File: config.mk
export PLATFORM = sky130hd
export DESIGN_NAME = lmfe_in_feeder
export DESIGN_NICKNAME = d
export VERILOG_FILES = /design/src/rtl/lmfe_in_feeder.sv
export SDC_FILE = /design/constraint.sdc
export NUM_CORES = 1
export LEC_CHECK = 0
export CAP_MARGIN = 20
export CORE_ASPECT_RATIO = 0.5
export CORE_MARGIN = 2
export CORE_UTILIZATION = 54
export DETAILED_ROUTE_END_ITERATION = 10
export PLACE_DENSITY_LB_ADDON = 0.25
export SYNTH_ARGS = -nofsm -noshare
export SYNTH_HDL_FRONTEND = slang
export SYNTH_SLANG_ARGS = --single-unit
File: constraint.sdc
create_clock -name clk -period 3.26 [get_ports clk]
set_input_delay 0.652 -clock clk [delete_from_list [all_inputs] [get_ports clk]]
set_output_delay 0.652 -clock clk [all_outputs]
set_load 0.02 [all_outputs]
File: src/rtl/lmfe_in_feeder.sv
`default_nettype none
// ============================================================================
// Module  : lmfe_in_feeder
// Brief   : Buffers a host pixel stream and feeds exactly one frame into the
//           LMFE engine per start pulse, honouring engine back-pressure.
// Revision: 1.0 - initial release
// ============================================================================
module lmfe_in_feeder #(
    parameter int DEPTH = 16,
    parameter int AW    = 4,
    parameter int IMG_W = 128,
    parameter int IMG_H = 128,
    parameter int CW    = 14
) (
    input  logic          clk,
    input  logic          reset,
    input  logic          start,
    input  logic [7:0]    host_data,
    input  logic          host_valid,
    output logic          host_ready,
    output logic [7:0]    Din,
    output logic          in_en,
    input  logic          busy,
    output logic          active,
    output logic          frame_done,
    output logic [AW:0]   fifo_level
);

    localparam logic [1:0] c_st_idle = 2'd0;
    localparam logic [1:0] c_st_feed = 2'd1;
    localparam logic [1:0] c_st_done = 2'd2;

    // Counters carry one extra bit so acc_cnt can actually reach FRAME_PIX.
    localparam int          c_frame_pix_i = IMG_W * IMG_H;
    localparam logic [CW:0] c_frame_pix   = (CW+1)'(c_frame_pix_i);
    localparam logic [CW:0] c_last_pix    = (CW+1)'(c_frame_pix_i - 1);
    localparam logic [CW:0] c_cnt_one     = (CW+1)'(1);
    localparam logic [AW:0] c_depth       = (AW+1)'(DEPTH);
    localparam logic [AW:0] c_lvl_one     = (AW+1)'(1);
    localparam logic [AW-1:0] c_ptr_one   = AW'(1);

    logic [1:0]    r_state;
    logic [1:0]    w_next_state;
    logic          r_frame_done;

    logic [7:0]    r_mem [DEPTH];
    logic [AW-1:0] r_wr_ptr;
    logic [AW-1:0] r_rd_ptr;
    logic [AW:0]   r_level;
    logic [CW:0]   r_acc_cnt;
    logic [CW:0]   r_out_cnt;

    logic          w_frame_start;
    logic          w_host_ready;
    logic          w_in_en;
    logic          w_push;
    logic          w_pop;
    logic          w_last_xfer;

    // Handshake decode: host_ready depends only on registers, in_en also on busy.
    assign w_frame_start = (r_state == c_st_idle) && start;
    assign w_host_ready  = (r_state == c_st_feed) && (r_level < c_depth)
                           && (r_acc_cnt < c_frame_pix);
    assign w_in_en       = (r_state == c_st_feed) && (r_level != '0) && !busy;
    assign w_push        = host_valid && w_host_ready;
    assign w_pop         = w_in_en;
    assign w_last_xfer   = w_pop && (r_out_cnt == c_last_pix);

    always_ff @(posedge clk) begin
        if (reset) begin
            r_state      <= c_st_idle;
            r_frame_done <= 1'b0;
        end else begin
            r_state      <= w_next_state;
            r_frame_done <= (w_next_state == c_st_done);
        end
    end

    always_comb begin
        w_next_state = r_state;
        case (r_state)
            c_st_idle: if (start)       w_next_state = c_st_feed;
            c_st_feed: if (w_last_xfer) w_next_state = c_st_done;
            c_st_done:                  w_next_state = c_st_idle;
            default:                    w_next_state = c_st_idle;
        endcase
    end

    always_comb begin
        active     = (r_state != c_st_idle);
        frame_done = r_frame_done;
        host_ready = w_host_ready;
        in_en      = w_in_en;
        fifo_level = r_level;
        Din        = (r_level != '0) ? r_mem[r_rd_ptr] : 8'h00;
    end

    always_ff @(posedge clk) begin
        if (reset) begin
            r_acc_cnt <= '0;
            r_out_cnt <= '0;
        end else if (w_frame_start) begin
            r_acc_cnt <= '0;
            r_out_cnt <= '0;
        end else begin
            if (w_push) r_acc_cnt <= r_acc_cnt + c_cnt_one;
            if (w_pop)  r_out_cnt <= r_out_cnt + c_cnt_one;
        end
    end

    always_ff @(posedge clk) begin
        if (reset) begin
            r_wr_ptr <= '0;
            r_rd_ptr <= '0;
            r_level  <= '0;
        end else begin
            if (w_push) r_wr_ptr <= r_wr_ptr + c_ptr_one;
            if (w_pop)  r_rd_ptr <= r_rd_ptr + c_ptr_one;
            case ({w_push, w_pop})
                2'b10:   r_level <= r_level + c_lvl_one;
                2'b01:   r_level <= r_level - c_lvl_one;
                default: r_level <= r_level;
            endcase
        end
    end

    // Storage needs no reset: occupancy alone decides what is readable.
    always_ff @(posedge clk) begin
        if (w_push) r_mem[r_wr_ptr] <= host_data;
    end

endmodule
`default_nettype wire

==> metrics.txt, run 1 <==
status=complete, no violations; worst-margin pin slew=between 600 and 700 ps; Min-Delay Path Depth=2; Switch Pwr=1290 µW; Hold Crit Class=reg -> reg; Peak supply drop=between 0.3 and 0.4 mV; FMAX=0.314 GHz; YS warnings=0; drt via density=5.71; H-tree levels=4; Clk network pwr share=approximately 40%; DR WL/cell=approximately 19 µm; met2 Use GR=32.7%; First DRT Iteration DRCs=~330; Seq/Total Area, Yosys=about 65%; Max FO, Critical Path=18; min-delay src=r_out_cnt[13]; Clk Latency, worst-skew pair=~430 ps; clock root buffer=clkbuf_16; met3 usage=3.91%; Final setup viols=0; crit share post-route=between 90% and 100%; async set-reset flop share out of synthesis=0%; PwrDens=between 600 and 700 nW/µm²; DRT Pass-1 Iters=4; hold endpoint=r_out_cnt[13]; DP Area=8070 µm²; IO Count=30; Setup CP Type=reg -> out; register bit total from synthesis=roughly 180; predominant post-synthesis flop cell=edfxtp_1; Required @ worst endpoint=about 2600 ps; non-filler instance count after layout=roughly 740; commonest non-fill, non-tap cell in the layout=edfxtp_1; Port Buffers=29; P_int=3960 µW; area grow syn2layout=16.2%; first-pass GRT wire length=between 20000 and 25000 µm; setup TNS=0 ps; CTS tree=done; Syn Inst Count=around 490; Yosys cell types=56; DRT Wirelength=13900 µm; gr usage total=about 20%; Vias=~4200; starting density of the core=a little under three fifths; post-layout instance area=approximately 8700 µm²; DRC viols=0; reg2reg setup slack=390 ps; vias in the first global route=4144; WHS=roughly 480 ps; clock buffer depth=2; post-synthesis cell area=between 7000 and 8000 µm²; routability cong.=~0.84; Die X=about 170 µm; cells on worst reg2reg path=10; final hold vios=0; crit path time final=around 3200 ps; Crit. End Element=primary output; clk_skew=around 13 ps; leakage power=between 0.002 and 0.003 µW; GRT overflow=0; largest net degree at the start of global routing=33; sequential power share=47.2%; power share of the combinational group=approximately 13%; Max Slew Vio Count=0; core box area=between 10000 and 15000 µm²; Die Area=around 15000 µm²; FF-to-FF Start=fifo_level[1]; Worst-path clk slew=70 ps; Post-synth EDFFs=128; Syn Nets=518; Mapped Avg Cell Area=about 15 µm²; Slew Limit Headroom=a little under three fifths; sw frac=24.5%; met1 usage=~27%; commonest non-fill, non-tap cells in the layout=edfxtp_1, dfxtp_1, mux4_2; worst r2r dst=fifo_level[4]; Post-Place Cells=just over 700; Overall Power=approximately 5200 µW; Sink Count=178; layer with the highest usage=met2; antenna violations before repair=0; remaining antenna violation count=0; Worst EP arrival=approximately 2500 ps; fin nets=561; Setup crit start kind=flip-flop; n_diodes=0; DIE HEIGHT=approximately 87 µm; share of cells above drive strength 1=between 15 and 20%; FP Rows=30; Post-DP HPWL=between 8000 and 9000 µm; CTS Buf Count=17; max_cap viols=0
==> worst max-delay path by stage <==
stage / startpoint / depth (start not counted) / to / slack [ps]
2_1_floorplan: fifo_level[2] / 13 / fifo_level[4] / 40
6_report: flip-flop / 5 / Din[7] / 80
3_3_place_gp: busy / 12 / fifo_level[4] / 160
4_1_cts: flip-flop / 5 / Din[3] / 3
3_5_place_dp: busy / 12 / fifo_level[4] / 70
5_1_grt: flip-flop / 5 / Din[7] / -4
==> critical path, cell delays in order (launching register included) <==
cell             delay [ps]
dfxtp_4                 470
buf_12                  210
mux4_2                  500
a211oi_1                240
a211oi_1                100
clkdlybuf4s50_1         580
==> cells in the mapped netlist (2+ instances only) <==
cell type	instances	share of area [%]
a211oi_1	16	1.6
nor2b_1	8	0.67
nor3b_2	2	0.33
or3_1	10	0.84
or4b_1	2	0.27
xor2_1	15	1.8
o21a_1	6	0.60
edfxtp_1	128	51
nor2_1	23	1.2
nand4_1	6	0.50
nor3_1	5	0.33
and3_1	4	0.33
buf_2	8	0.53
clkbuf_1	10	0.50
nand2_1	18	0.90
o31ai_1	2	0.20
nor4_2	2	0.33
dfxtp_1	50	13
buf_6	2	0.30
or4_1	7	0.70
ha_1	11	1.8
mux2i_1	11	1.5
a221oi_1	2	0.23
o211ai_1	5	0.50
or2_2	2	0.17
and4_1	8	0.94
buf_1	6	0.30
mux4_2	32	9.6
o21ai_0	12	0.80
xnor2_1	3	0.35
inv_1	8	0.40
nand3_1	12	0.80
and2_1	16	1.3
a21oi_1	15	1.0
nor3b_1	6	0.60
==> layer usage <==
metal / part of all wire (%) / up-vias / wire, µm
met5: 0 / - / 0
li1: - / 2012 / -
met4: 1.1 / 0 / 153
met3: 5.2 / 15 / 726
met2: 48 / 104 / 6690
met1: 46 / 2106 / 6340
==> state kept, by name, indices dropped and copies added, names as in the netlist, named ones only <==
register	count
r_acc_cnt	15
r_rd_ptr	4
r_mem	128
r_out_cnt	15
r_wr_ptr	4
frame_done	1
fifo_level	5
r_state	2
==> cell type report <==
type | count | area (µm²)
fillers | 975 | 4840
well taps | 192 | 240
inverters | 9 | 36.3
repair buffers | 51 | 492
clock inverters | 15 | 178
multi-input cells | 280 | 2480
clock buffers | 17 | 425
flip-flops and latches | 178 | 4850
==> power by group through the flow <==
stage | clock network, µW | logic (µW) | registers (µW)
3_5_place_dp | 0 | 685 | 2530
2_1_floorplan | 0 | 383 | 2540
5_1_grt | 2230 | 737 | 2480
4_1_cts | 2130 | 684 | 2480
3_3_place_gp | 0 | 676 | 2530
6_report | 2090 | 677 | 2480
==> what timing repair did <==
| item | 4_1_cts | 5_1_grt |
|---|---|---|
| setup buffers | 0 | 4 |
| setup endpoints to repair | 8 | 5 |
| pin swaps | 0 | 0 |
| hold buffers | 0 | 0 |
| resized for setup | 6 | 1 |
==> cell families (layout without fill, tap and decap cells) <==
group	after synthesis	in the layout	share of synthesized area, %
buf+inv	36	92	2.22
fa+ha+maj	11	11	1.84
xor+xnor	18	18	2.10
mux	43	43	11.1
flops	178	178	64.7
compound gates	65	65	6.05
simple gates	143	143	12.0
==> per-stage QoR <==
stage	util (%)	worst slack, ps
after floorplan	-	41.2
after global placement	59.5	163
after detailed placement	59.5	66.7
after CTS	64.0	3.03
after global routing	64.2	-3.79
final	64.2	78.3
Note: power is estimated with default switching activity, not from simulation.
==> run 2, diff against run 1 <==
--- a/config.mk
+++ b/config.mk
@@ -10,7 +10,9 @@
 export CORE_MARGIN = 2
 export CORE_UTILIZATION = 54
 export DETAILED_ROUTE_END_ITERATION = 10
+export GPL_TIMING_DRIVEN = 0
 export PLACE_DENSITY_LB_ADDON = 0.25
+export RECOVER_POWER = 100
 export SYNTH_ARGS = -nofsm -noshare
 export SYNTH_HDL_FRONTEND = slang
 export SYNTH_SLANG_ARGS = --single-unit
==> metrics.txt, run 2 (same netlist as run 1, synthesis figures left out) <==
status=complete, no violations; Clk Latency, worst-skew pair=around 430 ps; clk_skew=about 13 ps; clock buffer depth=2; DR WL/cell=between 15 and 20 µm; Biggest register=r_mem; min-delay src=r_out_cnt[10]; remaining antenna violation count=0; CTS tree=done; First DRT Iteration DRCs=approximately 320; largest net degree at the start of global routing=19; DRT Pass-1 Iters=5; worst-margin pin slew=727 ps; first-pass GRT wire length=~23000 µm; Worst EP arrival=around 2500 ps; cells on worst reg2reg path=12; Required @ worst endpoint=around 2600 ps; RSZ-0062 raised after global routing=true; IO Count=30; routability cong.=about 0.78; reg2reg setup slack=about 250 ps; Setup crit start kind=flip-flop; hold endpoint=r_out_cnt[10]; FP Rows=30; Port Buffers=29; hold buffers post-CTS=0; Overall Power=roughly 5100 µW; Crit. End Element=primary output; fin nets=between 500 and 600; FF-to-FF Start=fifo_level[2]; antenna violations before repair=0; DIE HEIGHT=87.3 µm; Die Area=approximately 15000 µm²; crit share post-route=~98%; FMAX=around 0.31 GHz; Max FO, Critical Path=10; clock root buffer=clkbuf_16; PwrDens=just under 600 nW/µm²; Post-Place Cells=between 700 and 800; Sink Count=roughly 180; commonest non-fill, non-tap cells in the layout=edfxtp_1, dfxtp_1, mux4_2; gr usage total=roughly a fifth; slowest stage delay, CP=roughly 520 ps; Slew Limit Headroom=51.3%; Worst-path clk slew=roughly 70 ps; max_cap viols=0; DRC viols=0; share of cells above drive strength 1=approximately 16%; biggest regs=r_mem x128, r_acc_cnt x15, r_out_cnt x15; GRT overflow=0; Vias=around 4300; n_diodes=0; leakage power=~0.0028 µW; Final setup viols=0; Hold Crit Class=reg -> reg; Final Core Density=a little over three fifths; Min-Delay Path Depth=2; non-filler instance count after layout=about 750; Setup CP Type=reg -> out; vias in the first global route=4268; area grow syn2layout=14.4%; DRT Wirelength=about 14000 µm; H-tree levels=4; starting density of the core=55.3%; worst r2r dst=fifo_level[4]; drt via density=5.74; worst path cell trace=buf_2 > buf_8 > mux4_2 > nor2b_1 > a211oi_1 > a211oi_2 > clkdlybuf4s15_1; final hold vios=0; Die X=between 150 and 200 µm; CTS Buf Count=17; Post-DP HPWL=9300 µm; core box area=between 10000 and 15000 µm²; slowest stage cell, crit path=mux4_2; commonest non-fill, non-tap cell in the layout=edfxtp_1; filler instances=between 1000 and 1500; Max Slew Vio Count=0; max reg flops=about 130; Peak supply drop=0.370 mV; crit path time final=approximately 3200 ps
[run 2: cell types whose count changed in the layout (fill, tap and decap cells not counted), sizes merged, moves of 4 or more]
cell,before,now
clkbuf,17,32
dlygate4sd3,0,18
inv,13,17
clkdlybuf4s50,25,3
buf,22,14
[run 2: metrics by stage]
| step | hold WS [ps] | setup slack [ps] | cell area [µm²] | setup TNS [ps] |
|---|---|---|---|---|
| floorplan | 452 | 41.2 | 7490 | 0 |
| global placement | 461 | -557 | 8020 | -1550 |
| detailed placement | 483 | -636 | 8020 | -1310 |
| CTS | 493 | 11.0 | 8630 | 0 |
| global route | 521 | -5.25 | 8570 | -10.3 |
| finish | 491 | 78.6 | 8570 | 0 |
[run 2: final cells by class]
| type | count | area, µm² | area share, % |
|---|---|---|---|
| sequential | 178 | 4840 | 56.5 |
| clock inverter | 14 | 139 | 1.62 |
| inverter | 9 | 36.3 | 0.423 |
| multi-input combinational | 280 | 2440 | 28.5 |
| buffer | 26 | 154 | 1.79 |
| timing repair buffer | 31 | 290 | 3.39 |
| clock buffer | 18 | 429 | 5.01 |
| tap | 192 | 240 | 2.80 |
[run 2: what timing repair did]
action	in CTS	in global routing
setup endpoints to repair	9	5
buffers inserted	2	0
pin swaps	2	1
resized for setup	25	7
[run 2: power breakdown]
group	internal (µW)	switching, µW	total [µW]
Combinational	244	377	621
Clock	1020	942	1960
Sequential	2450	29.2	2480
[run 2: worst max-delay path: cells and delay by family, from the launching register on]
family	cells	cell delay, ps
buffers and inverters	3	720
muxes	1	520
AOI/OAI and AO/OA	2	420
DFF	1	300
and+or+nand+nor	1	150
[run 2: routing by layer]
metal | part of all wire [%] | vias up | wire [µm] | track usage, %
met4 | 0.34 | 0 | 48 | 6.29
li1 | - | 2041 | - | -
met3 | 5.7 | 6 | 813 | 5.18
met5 | 0 | - | 0 | 0
met2 | 48 | 113 | 6800 | 33.1
met1 | 46 | 2133 | 6590 | 29.0
[run 2: how the worst max path moves through the flow]
stage,slack (ps),depth (start not counted),to
2_1_floorplan,40,13,fifo_level[4]
3_3_place_gp,-560,12,fifo_level[4]
3_5_place_dp,-640,12,fifo_level[4]
4_1_cts,10,7,Din[2]
5_1_grt,-5,7,Din[2]
6_report,80,7,Din[2]
